[config.mk]
export PLATFORM = sky130hd
export DESIGN_NAME = axi_master128
export DESIGN_NICKNAME = d
export VERILOG_FILES = /design/src/rtl/axi_master128.sv
export SDC_FILE = /design/constraint.sdc
export NUM_CORES = 1
export LEC_CHECK = 0
export BUFFER_PORTS_ARGS = -buffer_cell sky130_fd_sc_hd__buf_4
export CORE_AREA = 5 5 305 307
export CTS_CLUSTER_SIZE = 25
export DETAILED_ROUTE_END_ITERATION = 8
export DIE_AREA = 0 0 310 312
export PLACE_DENSITY = 0.3
export SETUP_SLACK_MARGIN = 0.5
export SYNTH_ARGS = -nofsm -noshare
export SYNTH_HDL_FRONTEND = slang
export SYNTH_SLANG_ARGS = --single-unit
[constraint.sdc]
create_clock -name pll_core_cpuclk -period 3.2 [get_ports pll_core_cpuclk]
set_input_delay 0.48 -clock pll_core_cpuclk [delete_from_list [all_inputs] [get_ports pll_core_cpuclk]]
set_output_delay 0.48 -clock pll_core_cpuclk [all_outputs]
set_load 0.1 [all_outputs]
[src/rtl/axi_master128.sv]
// Single-outstanding AXI3-style master with 128-bit data: a command port launches one
// INCR burst (read or write), streams the data beats and reports a one-cycle completion.
module axi_master128 #(
    parameter logic [3:0] AR_AW_CACHE = 4'b0011
) (
    input  logic         pll_core_cpuclk,
    input  logic         pad_cpu_rst,

    // Command port
    input  logic         cmd_valid,
    output logic         cmd_ready,
    input  logic         cmd_write,
    input  logic [39:0]  cmd_addr,
    input  logic [7:0]   cmd_len,
    input  logic [7:0]   cmd_id,

    // Write-data source
    input  logic         wr_valid,
    output logic         wr_ready,
    input  logic [127:0] wr_data,
    input  logic [15:0]  wr_strb,

    // Read-data sink
    output logic         rd_valid,
    input  logic         rd_ready,
    output logic [127:0] rd_data,
    output logic         rd_last,

    // Completion
    output logic         done_valid,
    output logic [1:0]   done_resp,

    // AR channel
    output logic [39:0]  araddr_m0,
    output logic [7:0]   arid_m0,
    output logic [7:0]   arlen_m0,
    output logic [2:0]   arsize_m0,
    output logic [1:0]   arburst_m0,
    output logic [3:0]   arcache_m0,
    output logic [2:0]   arprot_m0,
    output logic         arvalid_m0,
    input  logic         arready_m0,

    // AW channel
    output logic [39:0]  awaddr_m0,
    output logic [7:0]   awid_m0,
    output logic [7:0]   awlen_m0,
    output logic [2:0]   awsize_m0,
    output logic [1:0]   awburst_m0,
    output logic [3:0]   awcache_m0,
    output logic [2:0]   awprot_m0,
    output logic         awvalid_m0,
    input  logic         awready_m0,

    // W channel
    output logic [127:0] wdata_m0,
    output logic [15:0]  wstrb_m0,
    output logic [7:0]   wid_m0,
    output logic         wlast_m0,
    output logic         wvalid_m0,
    input  logic         wready_m0,

    // R channel
    input  logic [127:0] rdata_m0,
    input  logic [7:0]   rid_m0,
    input  logic [1:0]   rresp_m0,
    input  logic         rlast_m0,
    input  logic         rvalid_m0,
    output logic         rready_m0,

    // B channel
    input  logic [7:0]   bid_m0,
    input  logic [1:0]   bresp_m0,
    input  logic         bvalid_m0,
    output logic         bready_m0
);

    typedef enum logic [2:0] {
        S_IDLE  = 3'd0,
        S_AR    = 3'd1,
        S_RDATA = 3'd2,
        S_AW    = 3'd3,
        S_WDATA = 3'd4,
        S_BRESP = 3'd5,
        S_DONE  = 3'd6
    } state_t;

    localparam logic [2:0] AXSIZE_16B = 3'b100;
    localparam logic [1:0] AXBURST_INCR = 2'b01;
    localparam logic [1:0] RESP_SLVERR = 2'b10;

    state_t      state_q, state_d;
    logic [39:0] addr_q, addr_d;
    logic [7:0]  len_q, len_d;
    logic [7:0]  id_q, id_d;
    logic        write_q, write_d;
    logic [7:0]  cnt_q, cnt_d;
    logic        err_q, err_d;

    logic        cmd_fire;
    logic [8:0]  page_end;
    logic        page_cross;
    logic        last_beat;
    logic        r_beat;
    logic        w_beat;
    logic        r_beat_bad;
    logic        b_bad;

    // The last beat of the burst lands at 16-byte slot addr[11:4]+len; a carry out of
    // the 8-bit slot index means the burst would leave its 4KB page.
    assign page_end   = {1'b0, cmd_addr[11:4]} + {1'b0, cmd_len};
    assign page_cross = page_end[8];

    assign cmd_fire   = (state_q == S_IDLE) && cmd_valid;
    assign last_beat  = (cnt_q == len_q);
    assign r_beat     = (state_q == S_RDATA) && rvalid_m0 && rd_ready;
    assign w_beat     = (state_q == S_WDATA) && wr_valid && wready_m0;
    assign r_beat_bad = (rresp_m0 != 2'b00) || (rid_m0 != id_q) || (rlast_m0 != last_beat);
    assign b_bad      = (bresp_m0 != 2'b00) || (bid_m0 != id_q);

    // State and datapath registers
    always_ff @(posedge pll_core_cpuclk) begin
        if (pad_cpu_rst) begin
            state_q <= S_IDLE;
            addr_q  <= '0;
            len_q   <= '0;
            id_q    <= '0;
            write_q <= 1'b0;
            cnt_q   <= '0;
            err_q   <= 1'b0;
        end else begin
            state_q <= state_d;
            addr_q  <= addr_d;
            len_q   <= len_d;
            id_q    <= id_d;
            write_q <= write_d;
            cnt_q   <= cnt_d;
            err_q   <= err_d;
        end
    end

    // Next-state and datapath update
    always_comb begin
        state_d = state_q;
        addr_d  = addr_q;
        len_d   = len_q;
        id_d    = id_q;
        write_d = write_q;
        cnt_d   = cnt_q;
        err_d   = err_q;

        case (state_q)
            S_IDLE: begin
                if (cmd_fire) begin
                    addr_d  = cmd_addr & ~40'hF;
                    len_d   = cmd_len;
                    id_d    = cmd_id;
                    write_d = cmd_write;
                    cnt_d   = '0;
                    err_d   = 1'b0;
                    if (page_cross) begin
                        err_d   = 1'b1;
                        state_d = S_DONE;
                    end else if (cmd_write) begin
                        state_d = S_AW;
                    end else begin
                        state_d = S_AR;
                    end
                end
            end
            S_AR: begin
                if (arready_m0) begin
                    state_d = S_RDATA;
                end
            end
            S_RDATA: begin
                if (r_beat) begin
                    cnt_d = cnt_q + 8'd1;
                    if (r_beat_bad) begin
                        err_d = 1'b1;
                    end
                    // Completion is decided by our own count, never by the slave's rlast.
                    if (last_beat) begin
                        state_d = S_DONE;
                    end
                end
            end
            S_AW: begin
                if (awready_m0) begin
                    state_d = S_WDATA;
                end
            end
            S_WDATA: begin
                if (w_beat) begin
                    cnt_d = cnt_q + 8'd1;
                    if (last_beat) begin
                        state_d = S_BRESP;
                    end
                end
            end
            S_BRESP: begin
                if (bvalid_m0) begin
                    if (b_bad) begin
                        err_d = 1'b1;
                    end
                    state_d = S_DONE;
                end
            end
            S_DONE: begin
                err_d   = 1'b0;
                state_d = S_IDLE;
            end
            default: begin
                state_d = S_IDLE;
            end
        endcase
    end

    // Handshake outputs, each owned by exactly one state
    always_comb begin
        cmd_ready  = 1'b0;
        arvalid_m0 = 1'b0;
        awvalid_m0 = 1'b0;
        rready_m0  = 1'b0;
        rd_valid   = 1'b0;
        rd_last    = 1'b0;
        wvalid_m0  = 1'b0;
        wr_ready   = 1'b0;
        wlast_m0   = 1'b0;
        bready_m0  = 1'b0;
        done_valid = 1'b0;
        done_resp  = 2'b00;

        case (state_q)
            S_IDLE:  cmd_ready = 1'b1;
            S_AR:    arvalid_m0 = 1'b1;
            S_RDATA: begin
                rready_m0 = rd_ready;
                rd_valid  = rvalid_m0;
                rd_last   = last_beat;
            end
            S_AW:    awvalid_m0 = 1'b1;
            S_WDATA: begin
                wvalid_m0 = wr_valid;
                wr_ready  = wready_m0;
                wlast_m0  = last_beat;
            end
            S_BRESP: bready_m0 = 1'b1;
            S_DONE: begin
                done_valid = 1'b1;
                done_resp  = err_q ? RESP_SLVERR : 2'b00;
            end
            default: begin
                cmd_ready = 1'b0;
            end
        endcase
    end

    // Address-channel fields come straight from the registered command, so they are
    // stable for the whole time valid is held.
    assign araddr_m0  = addr_q;
    assign arid_m0    = id_q;
    assign arlen_m0   = len_q;
    assign arsize_m0  = AXSIZE_16B;
    assign arburst_m0 = AXBURST_INCR;
    assign arcache_m0 = AR_AW_CACHE;
    assign arprot_m0  = 3'b000;

    assign awaddr_m0  = addr_q;
    assign awid_m0    = id_q;
    assign awlen_m0   = len_q;
    assign awsize_m0  = AXSIZE_16B;
    assign awburst_m0 = AXBURST_INCR;
    assign awcache_m0 = AR_AW_CACHE;
    assign awprot_m0  = 3'b000;

    assign wdata_m0 = wr_data;
    assign wstrb_m0 = wr_strb;
    assign wid_m0   = id_q;
    assign rd_data  = rdata_m0;

endmodule

Word-level counts from Yosys, hierarchy flattened:

Index checks and enable logic that the tools add are counted.

* memories kept: 0
* bits in writable memories: 0
* input bits: 360
* output and inout bits: 429
* word-level logic and storage cells: 80
* register bits: 64
* bits in read-only memories: 0
* latch bits: 0

* multiplexer cells: 35
* eq/ne operators: 20
* shift operators: 0
* divide/modulo/power cells: 0
* bitwise operators: 0
* magnitude comparators: 0
* reduce and logical (&&, ||, !) cells: 17
* $mul: 0
* add/sub/neg operators: 2

Operator list (number)
* $mux W3: 9
* $mux W8: 3
* $pmux W8 S3: 1
* $ne A2 B2 Y1 const B: 10
* $pmux W3 S6: 1
* $mux W1: 17
* $ne A8 B8 Y1: 2
* $add A8 B8 Y9: 1
* $eq A3 B3 Y1 const B: 3
* $add A8 B1 Y8 const B: 1
* $eq A8 B8 Y1: 1
* $reduce_and A8 Y1: 1
* $eq A3 B2 Y1 const B: 2
* $mux W2: 3
* $reduce_and A6 Y1: 1
* $logic_and A1 B1 Y1: 5
* $pmux W1 S4: 1
* $reduce_and A4 Y1: 1
* $reduce_bool A2 Y1: 2
* $reduce_bool A4 Y1: 1
* $eq A3 B1 Y1 const B: 1
* $logic_not A3 Y1: 1
* $logic_or A1 B1 Y1: 3
* $reduce_bool A3 Y1: 1
* 2 further kinds: 2

Depth between registers and ports, before layout:

Gate-level depths: netlist of run 1.

* word-level depth: 6
* gate-level depth with buffers: 7
* mapped depth without buffers: 7

Least setup slack after synthesis of run 1:

No wires, ideal clock.

* kind: register to output
* start point: register state_q[1]
* end point: output port done_resp[1]
* arrival time: 3.644 ns
* stages on the path, launching flop included: 4
* data required time: 2.720 ns
* slack: -0.924 ns
* cells stage by stage: dfxtp_1 -> clkinv_1 -> nor3_1 -> and2_1

* cells in the longest elaborated chain, start to end: 2

Ends and longest elaborated chain
* from (decl): line 92 `state_t state_q, state_d;`
* from (signal assigned): line 132 `state_q <= state_d;`
* $eq A3 B3 Y1: line 234 `case (state_q)`
* $mux W2: line 234
* to (decl): line 31 `output logic [1:0] done_resp,`

Every way passes these cells.

Worst setup path after layout of run 1:

* start point: register len_q[5], in the netlist arlen_m0[5]
* end point: output port rd_last

* cells in the longest elaborated chain, start to end: 2

Ends and longest elaborated chain
* from (decl): line 94 `logic [7:0] len_q, len_d;`
* from (signal assigned): line 134 `len_q <= len_d;`
* $eq A8 B8 Y1: line 115 `assign last_beat = (cnt_q == len_q);`
* $mux W1: line 234
* to (decl): line 27 `output logic rd_last,`

Every way passes these cells.

==> impl_metrics.prom, run 1 <==
# TYPE chip_impl_metric gauge
chip_impl_info{name="critPathKind",value="flop to primary output"} 1
chip_impl_metric{name="grt_start_max_net_pins",unit=""} 58
chip_impl_metric{name="layout-drive-gt1-share",unit="%"} 40.7
chip_impl_metric{name="cp_max_fo",unit=""} 4
chip_impl_info{name="hp-class",value="input pin to flop"} 1
chip_impl_metric{name="clk_pin_slew_worst_paths",unit="ns"} 0.07
chip_impl_info{name="cp-start-kind",value="flop"} 1
chip_impl_metric{name="yosys.area.top_type_share",unit="%"} 47.6
chip_impl_metric{name="finClkSkew",unit="ns"} 0.00776
chip_impl_metric{name="initial_core_util",unit="%"} 6.44
chip_impl_metric{name="synth.ff_latch_count",unit=""} 64
chip_impl_metric{name="multiInputGateArea",unit="mm2"} 0.00177
chip_impl_metric{name="antennaDiodeCount",unit=""} 0
chip_impl_info{name="cp_cell_sequence",value="xor2_1 > nor4_2 > nand2_2 > nor2_4 > buf_4"} 1
chip_impl_metric{name="numPortBuffers",unit=""} 207
chip_impl_info{name="grt_setup_unrepaired",value="no"} 1
chip_impl_metric{name="timing_max_transition_violations_final",unit=""} 0
chip_impl_metric{name="wire_length_of_the_first_global_routing_pass",unit="um"} 32800
chip_impl_metric{name="holdBufCountCts",unit=""} 0
chip_impl_metric{name="placedCellCount",unit=""} 1776
chip_impl_metric{name="layout_cells_excl_fill",unit=""} 1792
chip_impl_metric{name="areaGrowthSynthToFinish",unit="%"} 11.9
chip_impl_metric{name="worst-endpoint-required",unit="ns"} 2.72
chip_impl_metric{name="worst_path_largest_cell_delay",unit="ns"} 0.50
chip_impl_metric{name="final.fill_count",unit=""} 10586
chip_impl_metric{name="maxClockFrequency",unit="MHz"} 394
chip_impl_metric{name="finalCritPeriodShare",unit="%"} 79.3
chip_impl_info{name="synth_top_family_by_area",value="buffers and inverters"} 1
chip_impl_metric{name="rows",unit=""} 110
chip_impl_metric{name="synthCells",unit=""} 743
chip_impl_metric{name="cts_post_setup_buffers_inserted",unit=""} 0
chip_impl_metric{name="synth_adder_area_share",unit="%"} 1.73
chip_impl_metric{name="synth_edf_count",unit=""} 0
chip_impl_metric{name="arrival",unit="ns"} 2.06
chip_impl_info{name="cts_root_buffer",value="sky130_fd_sc_hd__clkbuf_16"} 1
chip_impl_metric{name="tightestPinTransition",unit="ns"} 0.886
chip_impl_metric{name="synth_sequential_area_ratio",unit="%"} 22.2
chip_impl_metric{name="clock_tree.htree_level_count",unit=""} 3
chip_impl_metric{name="place.detailed.hpwl",unit="um"} 19700
chip_impl_info{name="critical_path_end_type",value="primary output"} 1
chip_impl_metric{name="die_height",unit="um"} 312
chip_impl_metric{name="power.ir.vdd_worst",unit="mV"} 0.391
chip_impl_metric{name="slew_headroom",unit="%"} 40.9
chip_impl_metric{name="fraction_of_synthesized_cell_area_in_xor_and_xnor_cells",unit="%"} 4.55
chip_impl_metric{name="power.leakage",unit="nW"} 2.52
chip_impl_metric{name="detail_route.drc_violations",unit=""} 0
chip_impl_metric{name="via_per_inst",unit=""} 2.21
chip_impl_metric{name="dr.first_iter.drc_count",unit=""} 100
chip_impl_metric{name="timing.reg2reg.setup_slack",unit="ns"} 0.82
chip_impl_metric{name="route.detailed.wl_per_inst",unit="um"} 13.9
chip_impl_metric{name="core_region_area",unit="mm2"} 0.0897
chip_impl_metric{name="finalCriticalPeriod",unit="ns"} 2.54
chip_impl_metric{name="total_count_of_hold_check_failures_in_the_final_report",unit=""} 0
chip_impl_metric{name="fp.dieArea",unit="mm2"} 0.0967
chip_impl_info{name="synthTopCellsByArea",value="sky130_fd_sc_hd__buf_4 (48%), sky130_fd_sc_hd__dfxtp_1 (22%), sky130_fd_sc_hd__nand2_1 (7.2%)"} 1
chip_impl_metric{name="synth.avg_cell_area",unit="um2"} 7.77
chip_impl_metric{name="clkLatencyLatePin",unit="ns"} 0.38
chip_impl_info{name="synthDominantAreaCellType",value="sky130_fd_sc_hd__buf_4"} 1
chip_impl_metric{name="async_flop_share",unit="%"} 0
chip_impl_metric{name="seqCellArea",unit="mm2"} 0.00128
chip_impl_metric{name="setup_violations",unit=""} 0
chip_impl_metric{name="synth_compound_area_share",unit="%"} 7.54
chip_impl_metric{name="via_count_of_the_first_global_routing_pass",unit=""} 4295
chip_impl_metric{name="io_pins",unit=""} 789
chip_impl_metric{name="muxShareOfSynthArea",unit="%"} 0.347
chip_impl_metric{name="grt_overflow_total",unit=""} 0
chip_impl_metric{name="tns",unit="ns"} 0
chip_impl_metric{name="p_per_area",unit="mW/mm2"} 1040
chip_impl_metric{name="globalplace.congestion",unit=""} 0.704
chip_impl_metric{name="cts-buffers-inserted",unit=""} 9
chip_impl_metric{name="yosys.area_share.simple",unit="%"} 13.6
chip_impl_metric{name="drt_antenna_net_count",unit=""} 0
chip_impl_info{name="outcome",value="finished, final reports clean"} 1
chip_impl_metric{name="synthesis.area",unit="mm2"} 0.00578
chip_impl_metric{name="firstDrtPassIters",unit=""} 4
chip_impl_metric{name="die_x",unit="um"} 310
chip_impl_metric{name="cap_violations",unit=""} 0
chip_impl_info{name="synth_flop_cell",value="sky130_fd_sc_hd__dfxtp_1"} 1
chip_impl_info{name="cp_slowest_cell",value="sky130_fd_sc_hd__dfxtp_1"} 1
chip_impl_metric{name="wirelength",unit="um"} 24900
chip_impl_metric{name="clkSinkCount",unit=""} 64
chip_impl_metric{name="detailroute.via_count",unit=""} 3964
chip_impl_metric{name="finalNetCount",unit=""} 979
chip_impl_metric{name="yosys_warnings",unit=""} 0
chip_impl_metric{name="gr-usage-all-layers",unit="%"} 4.99
chip_impl_metric{name="ys_types",unit=""} 44
chip_impl_info{name="cts_tree",value="yes"} 1
chip_impl_metric{name="antenna_found_initial",unit=""} 2
chip_impl_metric{name="clk_path_buf_depth",unit=""} 2
registers in the layout, summed over array words and instances, names as in the netlist:
| register | flops |
|---|---|
| state_q | 3 |
| arlen_m0 | 8 |
| cnt_q | 8 |
| araddr_m0 | 36 |
| arid_m0 | 8 |
| err_q | 1 |
through the flow:
stage	area [um2]	total power, mW	utilization (%)	setup slack, ns	hold WS, ns
2_1_floorplan	5920	6.46	-	0.435	0.443
3_3_place_gp	6140	5.70	6.85	0.656	0.462
3_5_place_dp	6140	5.71	6.85	0.664	0.467
4_1_cts	6460	6.94	7.19	0.506	0.266
5_1_grt	6460	7.11	7.20	0.500	0.297
6_report	6460	6.73	7.20	0.664	0.338
routing by layer:
layer / vias to the layer above / global-route usage, % / share of wire, %
li1: 1708 / - / -
met4: 2 / 4.01 / 7.6
met2: 378 / 7.98 / 47
met3: 144 / 3.01 / 13
met5: - / 0.354 / 0.19
met1: 1732 / 4.52 / 33
final cells by class:
cell class	count	area share, %
multi-input cells	320	27.4
repair buffers	213	24.9
well taps	1176	22.8
flip-flops and latches	64	19.9
clock buffers	10	3.70
clock inverters	6	1.07
inverters	3	0.194
cell families after synthesis:
logic type	Yosys count
buffers and inverters	390
AND/OR/NAND/NOR	170
AO/OA/AOI/OAI	77
flip-flops	64
XOR/XNOR	30
adder cells (fa/ha/maj)	8
other	2
multiplexers	2
cell usage in the layout (no fill, tap or decap), types with 2 or more instances in the layout:
master                        n
sky130_fd_sc_hd__a221oi_1     2
sky130_fd_sc_hd__nand3_1      6
sky130_fd_sc_hd__xnor2_1      7
sky130_fd_sc_hd__nor2_1       9
sky130_fd_sc_hd__nor2_4       2
sky130_fd_sc_hd__o21a_1       2
sky130_fd_sc_hd__and2_1       4
sky130_fd_sc_hd__clkinv_4     3
sky130_fd_sc_hd__dfxtp_2      3
sky130_fd_sc_hd__ha_1         8
sky130_fd_sc_hd__a211oi_1     2
sky130_fd_sc_hd__mux2i_1      2
sky130_fd_sc_hd__nor3_2       3
sky130_fd_sc_hd__inv_1        2
sky130_fd_sc_hd__dfxtp_1     61
sky130_fd_sc_hd__nand2_1    110
sky130_fd_sc_hd__a21oi_1     59
sky130_fd_sc_hd__nand2b_1     2
sky130_fd_sc_hd__and3_1       6
sky130_fd_sc_hd__clkbuf_16    9
sky130_fd_sc_hd__xor2_1      23
sky130_fd_sc_hd__nor3_1       6
sky130_fd_sc_hd__o21ai_0      3
sky130_fd_sc_hd__conb_1      33
sky130_fd_sc_hd__nor4_1       3
sky130_fd_sc_hd__clkinv_2     2
sky130_fd_sc_hd__or2b_2       2
sky130_fd_sc_hd__and3_2       3
sky130_fd_sc_hd__buf_4      212
sky130_fd_sc_hd__a21o_1       3
sky130_fd_sc_hd__nand4_1      5
synth_stat cells (3+ instances only):
library cell and number:
sky130_fd_sc_hd__buf_4 366, sky130_fd_sc_hd__nand2_1 111, sky130_fd_sc_hd__dfxtp_1 64, sky130_fd_sc_hd__a21oi_1 59
sky130_fd_sc_hd__xor2_1 23, sky130_fd_sc_hd__clkbuf_1 15, sky130_fd_sc_hd__nor2_1 10, sky130_fd_sc_hd__nor3_1 9
sky130_fd_sc_hd__ha_1 8, sky130_fd_sc_hd__nand3_1 7, sky130_fd_sc_hd__xnor2_1 7, sky130_fd_sc_hd__and3_1 6
sky130_fd_sc_hd__nand4_1 5, sky130_fd_sc_hd__and2_1 4, sky130_fd_sc_hd__a21o_1 3, sky130_fd_sc_hd__and3_2 3
sky130_fd_sc_hd__clkbuf_8 3, sky130_fd_sc_hd__nor4_1 3, sky130_fd_sc_hd__o21ai_0 3
power breakdown:
group | internal, mW | switching (mW) | leakage (nW)
Combinational | 0.834 | 3.55 | 1.84
Sequential | 0.970 | 0.259 | 0.525
Clock | 0.627 | 0.488 | 0.149
critical path: cells and delay by family, from the launching register on:
family	cells	cell delay, ns
flops	1	0.50
buf+inv	1	0.30
xor+xnor	1	0.14
simple gates	3	0.72
final timing paths:
kind / endpoint / cells past startpoint / from
worst max-delay path: rd_last / 5 / arlen_m0[5]$_SDFFE_PP0P_
worst min-delay path: arid_m0[0]$_SDFFE_PP0P_ / 3 / cmd_id[0]
worst max register to register: state_q[0]$_SDFFE_PP0P_ / 6 / arlen_m0[5]$_SDFFE_PP0P_
worst min register to register: araddr_m0[5]$_SDFFE_PP0P_ / 2 / araddr_m0[5]$_SDFFE_PP0P_
what timing repair did:
| item | CTS | global route |
|---|---|---|
| hold endpoints to repair | 0 | 0 |
| resized for setup | 2 | 3 |
| setup endpoints to repair | 6 | 5 |
(Power assumes the default switching activity.)
==> inputs of run 2 (changes only) <==
==> constraint.sdc (replaced) <==
create_clock -name pll_core_cpuclk -period 2.5 [get_ports pll_core_cpuclk]
set_input_delay 0.375 -clock pll_core_cpuclk [delete_from_list [all_inputs] [get_ports pll_core_cpuclk]]
set_output_delay 0.375 -clock pll_core_cpuclk [all_outputs]
set_load 0.1 [all_outputs]
==> impl_metrics.prom, run 2 (synthesized netlist as in run 1, its figures left out) <==
# TYPE chip_impl_metric gauge
chip_impl_metric{name="timing_max_transition_violations_final",unit=""} 0
chip_impl_info{name="critical_path.reg2reg.endpoint",value="state_q[0]$_SDFFE_PP0P_"} 1
chip_impl_metric{name="setup_violations",unit=""} 0
chip_impl_metric{name="largest_register_ffs",unit=""} 36
chip_impl_metric{name="finalNetCount",unit=""} 1007
chip_impl_metric{name="finClkSkew",unit="ns"} 0.0129
chip_impl_metric{name="hold_depth",unit=""} 3
chip_impl_metric{name="grt_overflow_total",unit=""} 0
chip_impl_metric{name="wire_length_of_the_first_global_routing_pass",unit="um"} 33500
chip_impl_info{name="critPathKind",value="flop to primary output"} 1
chip_impl_metric{name="clkSinkCount",unit=""} 64
chip_impl_metric{name="detailroute.via_count",unit=""} 4099
chip_impl_metric{name="slew_headroom",unit="%"} 57.3
chip_impl_info{name="outcome",value="finished, final reports clean"} 1
chip_impl_metric{name="antenna_found_initial",unit=""} 5
chip_impl_metric{name="via_per_inst",unit=""} 2.25
chip_impl_metric{name="initial_core_util",unit="%"} 6.44
chip_impl_metric{name="die_x",unit="um"} 310
chip_impl_metric{name="cap_violations",unit=""} 0
chip_impl_metric{name="core_region_area",unit="mm2"} 0.0897
chip_impl_info{name="timing.hold.worst_endpoint",value="arid_m0[1]$_SDFFE_PP0P_"} 1
chip_impl_metric{name="tightestPinTransition",unit="ns"} 0.641
chip_impl_metric{name="power.leakage",unit="nW"} 2.71
chip_impl_metric{name="cp_max_fo",unit=""} 2
chip_impl_metric{name="layout-drive-gt1-share",unit="%"} 46.3
chip_impl_metric{name="die_height",unit="um"} 312
chip_impl_info{name="cp_cell_sequence",value="xor2_1 > nor4_2 > nand2_2 > buf_6 > nor2_4 > buf_12"} 1
chip_impl_metric{name="detail_route.drc_violations",unit=""} 0
chip_impl_metric{name="postPlaceCellArea",unit="mm2"} 0.00632
chip_impl_metric{name="drt_antenna_net_count",unit=""} 0
chip_impl_metric{name="fp.dieArea",unit="mm2"} 0.0967
chip_impl_metric{name="finalCriticalPeriod",unit="ns"} 2.16
chip_impl_metric{name="p_per_area",unit="mW/mm2"} 1340
chip_impl_info{name="critical_path.reg2reg.startpoint",value="cnt_q[5]$_SDFFE_PP0P_"} 1
chip_impl_metric{name="timing.reg2reg.worst_path_depth",unit=""} 6
chip_impl_metric{name="clk_pin_slew_worst_paths",unit="ns"} 0.07
chip_impl_metric{name="dr.first_iter.drc_count",unit=""} 102
chip_impl_metric{name="finalCritPeriodShare",unit="%"} 86.3
chip_impl_info{name="hp-class",value="input pin to flop"} 1
chip_impl_metric{name="place.detailed.hpwl",unit="um"} 20900
chip_impl_metric{name="numPortBuffers",unit=""} 207
chip_impl_metric{name="worst_path_largest_cell_delay",unit="ns"} 0.33
chip_impl_metric{name="gr-usage-all-layers",unit="%"} 5.07
chip_impl_info{name="cp_slowest_cell",value="sky130_fd_sc_hd__dfxtp_2"} 1
chip_impl_info{name="layout_common_cells",value="sky130_fd_sc_hd__buf_4 (221), sky130_fd_sc_hd__nand2_1 (110), sky130_fd_sc_hd__a21oi_1 (58)"} 1
chip_impl_metric{name="power.total",unit="mW"} 9.35
chip_impl_metric{name="worst-endpoint-required",unit="ns"} 2.12
chip_impl_metric{name="total_count_of_hold_check_failures_in_the_final_report",unit=""} 0
chip_impl_info{name="cts_root_buffer",value="sky130_fd_sc_hd__clkbuf_16"} 1
chip_impl_info{name="timing.hold.worst.start",value="cmd_id[1]"} 1
chip_impl_metric{name="clkLatencyLatePin",unit="ns"} 0.39
chip_impl_metric{name="clock_tree.htree_level_count",unit=""} 3
chip_impl_metric{name="worst_hold_slack",unit="ns"} 0.237
chip_impl_metric{name="globalplace.congestion",unit=""} 0.682
chip_impl_metric{name="timing.reg2reg.setup_slack",unit="ns"} 0.44
chip_impl_metric{name="io_pins",unit=""} 789
chip_impl_info{name="cp-start-kind",value="flop"} 1
chip_impl_metric{name="via_count_of_the_first_global_routing_pass",unit=""} 4397
chip_impl_metric{name="rows",unit=""} 110
chip_impl_metric{name="maxClockFrequency",unit="MHz"} 464
chip_impl_info{name="critical_path_end_type",value="primary output"} 1
chip_impl_metric{name="arrival",unit="ns"} 1.78
chip_impl_metric{name="firstDrtPassIters",unit=""} 4
chip_impl_metric{name="areaGrowthSynthToFinish",unit="%"} 20.7
chip_impl_metric{name="finalInstanceArea",unit="mm2"} 0.00697
chip_impl_info{name="layout.cells.most_common",value="sky130_fd_sc_hd__buf_4"} 1
chip_impl_info{name="cts_tree",value="yes"} 1
chip_impl_metric{name="route.detailed.wl_per_inst",unit="um"} 14.0
chip_impl_info{name="grt_setup_unrepaired",value="yes"} 1
chip_impl_metric{name="power.ir.vdd_worst",unit="mV"} 0.474
chip_impl_metric{name="wirelength",unit="um"} 25500
chip_impl_metric{name="cts-buffers-inserted",unit=""} 9
chip_impl_metric{name="clk_path_buf_depth",unit=""} 2
chip_impl_metric{name="grt_start_max_net_pins",unit=""} 38
==> run 2: cell count changes in the layout (fill, tap and decap cells not counted), moves of 6 or more <==
cell / before / now
sky130_fd_sc_hd__buf_12: 1 / 12
sky130_fd_sc_hd__buf_4: 212 / 221
sky130_fd_sc_hd__buf_6: 0 / 6
sky130_fd_sc_hd__dfxtp_1: 61 / 50
sky130_fd_sc_hd__dfxtp_4: 0 / 11
==> run 2: stage by stage <==
step	utilization (%)	setup TNS, ns	std cells	setup slack, ns
after floorplan	-	0	774	0.115
after global placement	7.04	-0.0452	1787	-0.0452
after detailed placement	7.04	-0.0481	1787	-0.0481
after CTS	7.63	0	1813	0.263
after global routing	7.76	0	1820	0.237
final	7.77	0	1822	0.343
==> run 2: layer usage <==
metal / routed length [um] / track usage, %
met4: 1460 / 3.21
met5: 62 / 0.455
met2: 11500 / 7.92
met3: 3470 / 3.35
met1: 8950 / 4.92
==> run 2: what timing repair did <==
| item | 4_1_cts | 5_1_grt |
|---|---|---|
| buffers inserted | 10 | 7 |
| endpoints found under the setup margin | 14 | 15 |
| resized for setup | 40 | 18 |
| pin swaps | 5 | 4 |
| hold buffers | 0 | 0 |
==> run 2: report_power, final <==
group	internal [mW]	total (mW)	switching (mW)
clock	0.863	1.46	0.601
combinational	1.52	6.34	4.81
sequential	1.26	1.55	0.287
==> run 2: how the worst max path moves through the flow <==
stage / startpoint / end
finish: cnt_q[5]$_SDFFE_PP0P_ / rd_last
global route: cnt_q[5]$_SDFFE_PP0P_ / rd_last
CTS: cnt_q[5]$_SDFFE_PP0P_ / rd_last
detailed placement: state_q[2]$_SDFFE_PP0P_ / err_q$_SDFFE_PP0P_
global placement: state_q[2]$_SDFFE_PP0P_ / err_q$_SDFFE_PP0P_
floorplan: state_q[0]$_SDFFE_PP0P_ / arvalid_m0
==> run 2: final cells by class <==
type | instances | area [um2]
diodes | 2 | 5.00
clock buffers | 9 | 225
clock inverters | 7 | 86.3
fillers | 10584 | 82800
inverters | 3 | 15.0
multi-input cells | 320 | 1840
flip-flops and latches | 64 | 1330
well taps | 1176 | 1470
repair buffers | 241 | 2000
==> run 2: critical path, delay by kind of cell, from the launching register on <==
family | cells | cell delay [ns]
flip-flops | 1 | 0.33
AND/OR/NAND/NOR | 3 | 0.56
XOR/XNOR | 1 | 0.17
buffers and inverters | 2 | 0.32
==> inputs of run 3 (changes only) <==
==> constraint.sdc (replaced) <==
create_clock -name pll_core_cpuclk -period 2.35 [get_ports pll_core_cpuclk]
set_input_delay 0.3525 -clock pll_core_cpuclk [delete_from_list [all_inputs] [get_ports pll_core_cpuclk]]
set_output_delay 0.3525 -clock pll_core_cpuclk [all_outputs]
set_load 0.1 [all_outputs]
==> impl_metrics.prom, run 3 (synthesized netlist as in run 1, its figures left out) <==
# TYPE chip_impl_metric gauge
chip_impl_info{name="outcome",value="finished, final reports clean"} 1
chip_impl_metric{name="detail_route.drc_violations",unit=""} 0
chip_impl_metric{name="detailroute.via_count",unit=""} 4082
chip_impl_metric{name="cts-buffers-inserted",unit=""} 9
chip_impl_metric{name="via_per_inst",unit=""} 2.23
chip_impl_metric{name="timing.reg2reg.setup_slack",unit="ns"} 0.28
chip_impl_info{name="critical_path.reg2reg.endpoint",value="state_q[0]$_SDFFE_PP0P_"} 1
chip_impl_metric{name="power.leakage",unit="nW"} 2.80
chip_impl_metric{name="p_comb_share",unit="%"} 67.7
chip_impl_metric{name="setup_violations",unit=""} 0
chip_impl_metric{name="tns",unit="ns"} 0
chip_impl_metric{name="rows",unit=""} 110
chip_impl_metric{name="worst_hold_slack",unit="ns"} 0.216
chip_impl_info{name="cp-start-kind",value="flop"} 1
chip_impl_metric{name="finalNetCount",unit=""} 1017
chip_impl_metric{name="dr.first_iter.drc_count",unit=""} 104
chip_impl_metric{name="cp_max_fo",unit=""} 4
chip_impl_metric{name="clock_tree.htree_level_count",unit=""} 3
chip_impl_metric{name="fp.dieArea",unit="mm2"} 0.0967
chip_impl_metric{name="layout-drive-gt1-share",unit="%"} 49.2
chip_impl_metric{name="route.detailed.wl_per_inst",unit="um"} 13.9
chip_impl_metric{name="power_frac_seq",unit="%"} 16.6
chip_impl_metric{name="internal_power",unit="mW"} 4.02
chip_impl_metric{name="clkSinkCount",unit=""} 64
chip_impl_metric{name="place.detailed.hpwl",unit="um"} 20300
chip_impl_metric{name="grt_overflow_total",unit=""} 0
chip_impl_metric{name="finalCritPeriodShare",unit="%"} 88.2
chip_impl_info{name="critical_path_end_type",value="flop"} 1
chip_impl_metric{name="die_x",unit="um"} 310
chip_impl_metric{name="power.clock.fraction",unit="%"} 15.7
chip_impl_metric{name="final.fill_count",unit=""} 10583
chip_impl_metric{name="power.ir.vdd_worst",unit="mV"} 0.730
chip_impl_metric{name="finClkSkew",unit="ns"} 0.0127
chip_impl_metric{name="io_pins",unit=""} 789
chip_impl_info{name="grt_setup_unrepaired",value="yes"} 1
chip_impl_info{name="layout_common_cells",value="sky130_fd_sc_hd__buf_4 (227), sky130_fd_sc_hd__nand2_1 (110), sky130_fd_sc_hd__a21oi_1 (59)"} 1
chip_impl_info{name="critPathKind",value="flop to flop"} 1
chip_impl_metric{name="clkLatencyLatePin",unit="ns"} 0.38
chip_impl_metric{name="firstDrtPassIters",unit=""} 4
chip_impl_metric{name="power.switching_fraction",unit="%"} 60.2
chip_impl_metric{name="initial_core_util",unit="%"} 6.44
chip_impl_metric{name="timing_max_transition_violations_final",unit=""} 0
chip_impl_info{name="hp-class",value="input pin to flop"} 1
chip_impl_metric{name="total_count_of_hold_check_failures_in_the_final_report",unit=""} 0
chip_impl_metric{name="globalplace.congestion",unit=""} 0.703
chip_impl_metric{name="core_region_area",unit="mm2"} 0.0897
chip_impl_metric{name="timing.reg2reg.worst_path_depth",unit=""} 6
chip_impl_info{name="cp_cell_sequence",value="xor2_1 > nor4_2 > nand2_2 > a2111o_1 > or4_1 > a21oi_1"} 1
chip_impl_info{name="layout.cells.most_common",value="sky130_fd_sc_hd__buf_4"} 1
chip_impl_metric{name="wirelength",unit="um"} 25400
chip_impl_metric{name="gr-usage-all-layers",unit="%"} 5.06
chip_impl_metric{name="clk_path_buf_depth",unit=""} 2
chip_impl_metric{name="worst_path_largest_cell_delay",unit="ns"} 0.45
chip_impl_metric{name="slew_headroom",unit="%"} 63.3
chip_impl_info{name="critical_path.reg2reg.startpoint",value="arlen_m0[2]$_SDFFE_PP0P_"} 1
chip_impl_metric{name="areaGrowthSynthToFinish",unit="%"} 23.6
chip_impl_metric{name="layout_cells_excl_fill",unit=""} 1830
chip_impl_metric{name="tightestPinTransition",unit="ns"} 0.551
chip_impl_metric{name="worst-endpoint-required",unit="ns"} 2.64
chip_impl_metric{name="grt_start_max_net_pins",unit=""} 39
chip_impl_metric{name="cap_violations",unit=""} 0
chip_impl_metric{name="numPortBuffers",unit=""} 207
chip_impl_info{name="cts_tree",value="yes"} 1
chip_impl_metric{name="placedCellCount",unit=""} 1787
chip_impl_metric{name="holdBufCountCts",unit=""} 0
chip_impl_metric{name="antenna_found_initial",unit=""} 2
chip_impl_metric{name="finalCriticalPeriod",unit="ns"} 2.07
chip_impl_metric{name="clk_pin_slew_worst_paths",unit="ns"} 0.07
chip_impl_metric{name="drt_antenna_net_count",unit=""} 0
chip_impl_info{name="cts_root_buffer",value="sky130_fd_sc_hd__clkbuf_16"} 1
chip_impl_metric{name="arrival",unit="ns"} 2.36
chip_impl_info{name="cp_slowest_cell",value="sky130_fd_sc_hd__a2111o_1"} 1
chip_impl_metric{name="via_count_of_the_first_global_routing_pass",unit=""} 4281
chip_impl_metric{name="wire_length_of_the_first_global_routing_pass",unit="um"} 33600
chip_impl_metric{name="maxClockFrequency",unit="MHz"} 482
chip_impl_info{name="worstSetupStartpoint",value="arlen_m0[2]$_SDFFE_PP0P_"} 1
chip_impl_metric{name="largest_register_ffs",unit=""} 36
chip_impl_metric{name="p_per_area",unit="mW/mm2"} 1410
chip_impl_info{name="worstSetupEndpoint",value="state_q[0]$_SDFFE_PP0P_"} 1
chip_impl_metric{name="netSwitchingPower",unit="mW"} 6.07
chip_impl_metric{name="die_height",unit="um"} 312
run 3: changes by cell type in the layout (fill, tap and decap cells not counted), moves of 2 or more:
cell                         change
sky130_fd_sc_hd__clkinv_1        -3
sky130_fd_sc_hd__and3_2          -2
sky130_fd_sc_hd__and2_4          +2
sky130_fd_sc_hd__clkinvlp_4      -3
sky130_fd_sc_hd__dfxtp_2         +6
sky130_fd_sc_hd__and3_4          +3
sky130_fd_sc_hd__buf_12          +4
sky130_fd_sc_hd__and2_1          -2
sky130_fd_sc_hd__buf_4           +6
sky130_fd_sc_hd__dfxtp_1         -7
sky130_fd_sc_hd__clkbuf_8        +2
run 3: final cells by class:
class / instances / area (um2) / share of cell area, %
repair buffers: 251 / 2120 / 29.7
clock buffers: 13 / 282 / 3.94
diodes: 1 / 2.50 / 0.0351
flip-flops and latches: 64 / 1340 / 18.7
multi-input cells: 320 / 1870 / 26.2
clock inverters: 2 / 35.0 / 0.491
inverters: 3 / 23.8 / 0.333
well taps: 1176 / 1470 / 20.6
run 3: worst min-delay path by stage:
stage	slack, ns	endpoint	cells after the start	startpoint
CTS	0.15	araddr_m0[14]$_SDFFE_PP0P_	3	cmd_addr[14]
detailed placement	0.47	araddr_m0[37]$_SDFFE_PP0P_	2	araddr_m0[37]$_SDFFE_PP0P_
finish	0.22	araddr_m0[22]$_SDFFE_PP0P_	3	cmd_addr[22]
global route	0.18	araddr_m0[18]$_SDFFE_PP0P_	3	cmd_addr[18]
floorplan	0.45	err_q$_SDFFE_PP0P_	2	err_q$_SDFFE_PP0P_
global placement	0.46	err_q$_SDFFE_PP0P_	2	err_q$_SDFFE_PP0P_
run 3: metrics by stage:
step | utilization, % | power (mW) | cell area, um2 | setup slack (ns)
after global routing | 7.95 | 10.7 | 7140 | 0.155
final | 7.96 | 10.1 | 7140 | 0.277
after global placement | 7.07 | 8.01 | 6340 | 0.0215
after floorplan | - | 8.86 | 5990 | 0.131
after detailed placement | 7.07 | 8.01 | 6340 | 0.0525
after CTS | 7.83 | 10.2 | 7030 | 0.227
run 3: what timing repair did:
action,4_1_cts,5_1_grt
endpoints found under the setup margin,56,52
pin swaps,13,9
cloned,0,0
resized for setup,62,6
setup buffers,18,9
run 3: power by group through the flow:
| stage | Combinational [mW] | Sequential [mW] | Clock [mW] |
|---|---|---|---|
| CTS | 6.71 | 1.70 | 1.77 |
| global placement | 6.29 | 1.71 | 0 |
| finish | 6.83 | 1.67 | 1.59 |
| global route | 7.16 | 1.73 | 1.78 |
| detailed placement | 6.28 | 1.73 | 0 |
| floorplan | 5.92 | 2.94 | 0 |
run 3: layer usage:
| layer | global-route usage (%) | part of all wire (%) |
|---|---|---|
| met2 | 7.37 | 43 |
| met4 | 3.81 | 7.7 |
| met1 | 5.39 | 38 |
| met5 | 0 | 0 |
| met3 | 2.93 | 12 |
run 3: worst max-delay path: cells and delay by family, from the launching register on:
family	cells	cell delay, ns
flops	1	0.34
compound gates	2	0.59
simple gates	3	0.91
xor+xnor	1	0.16
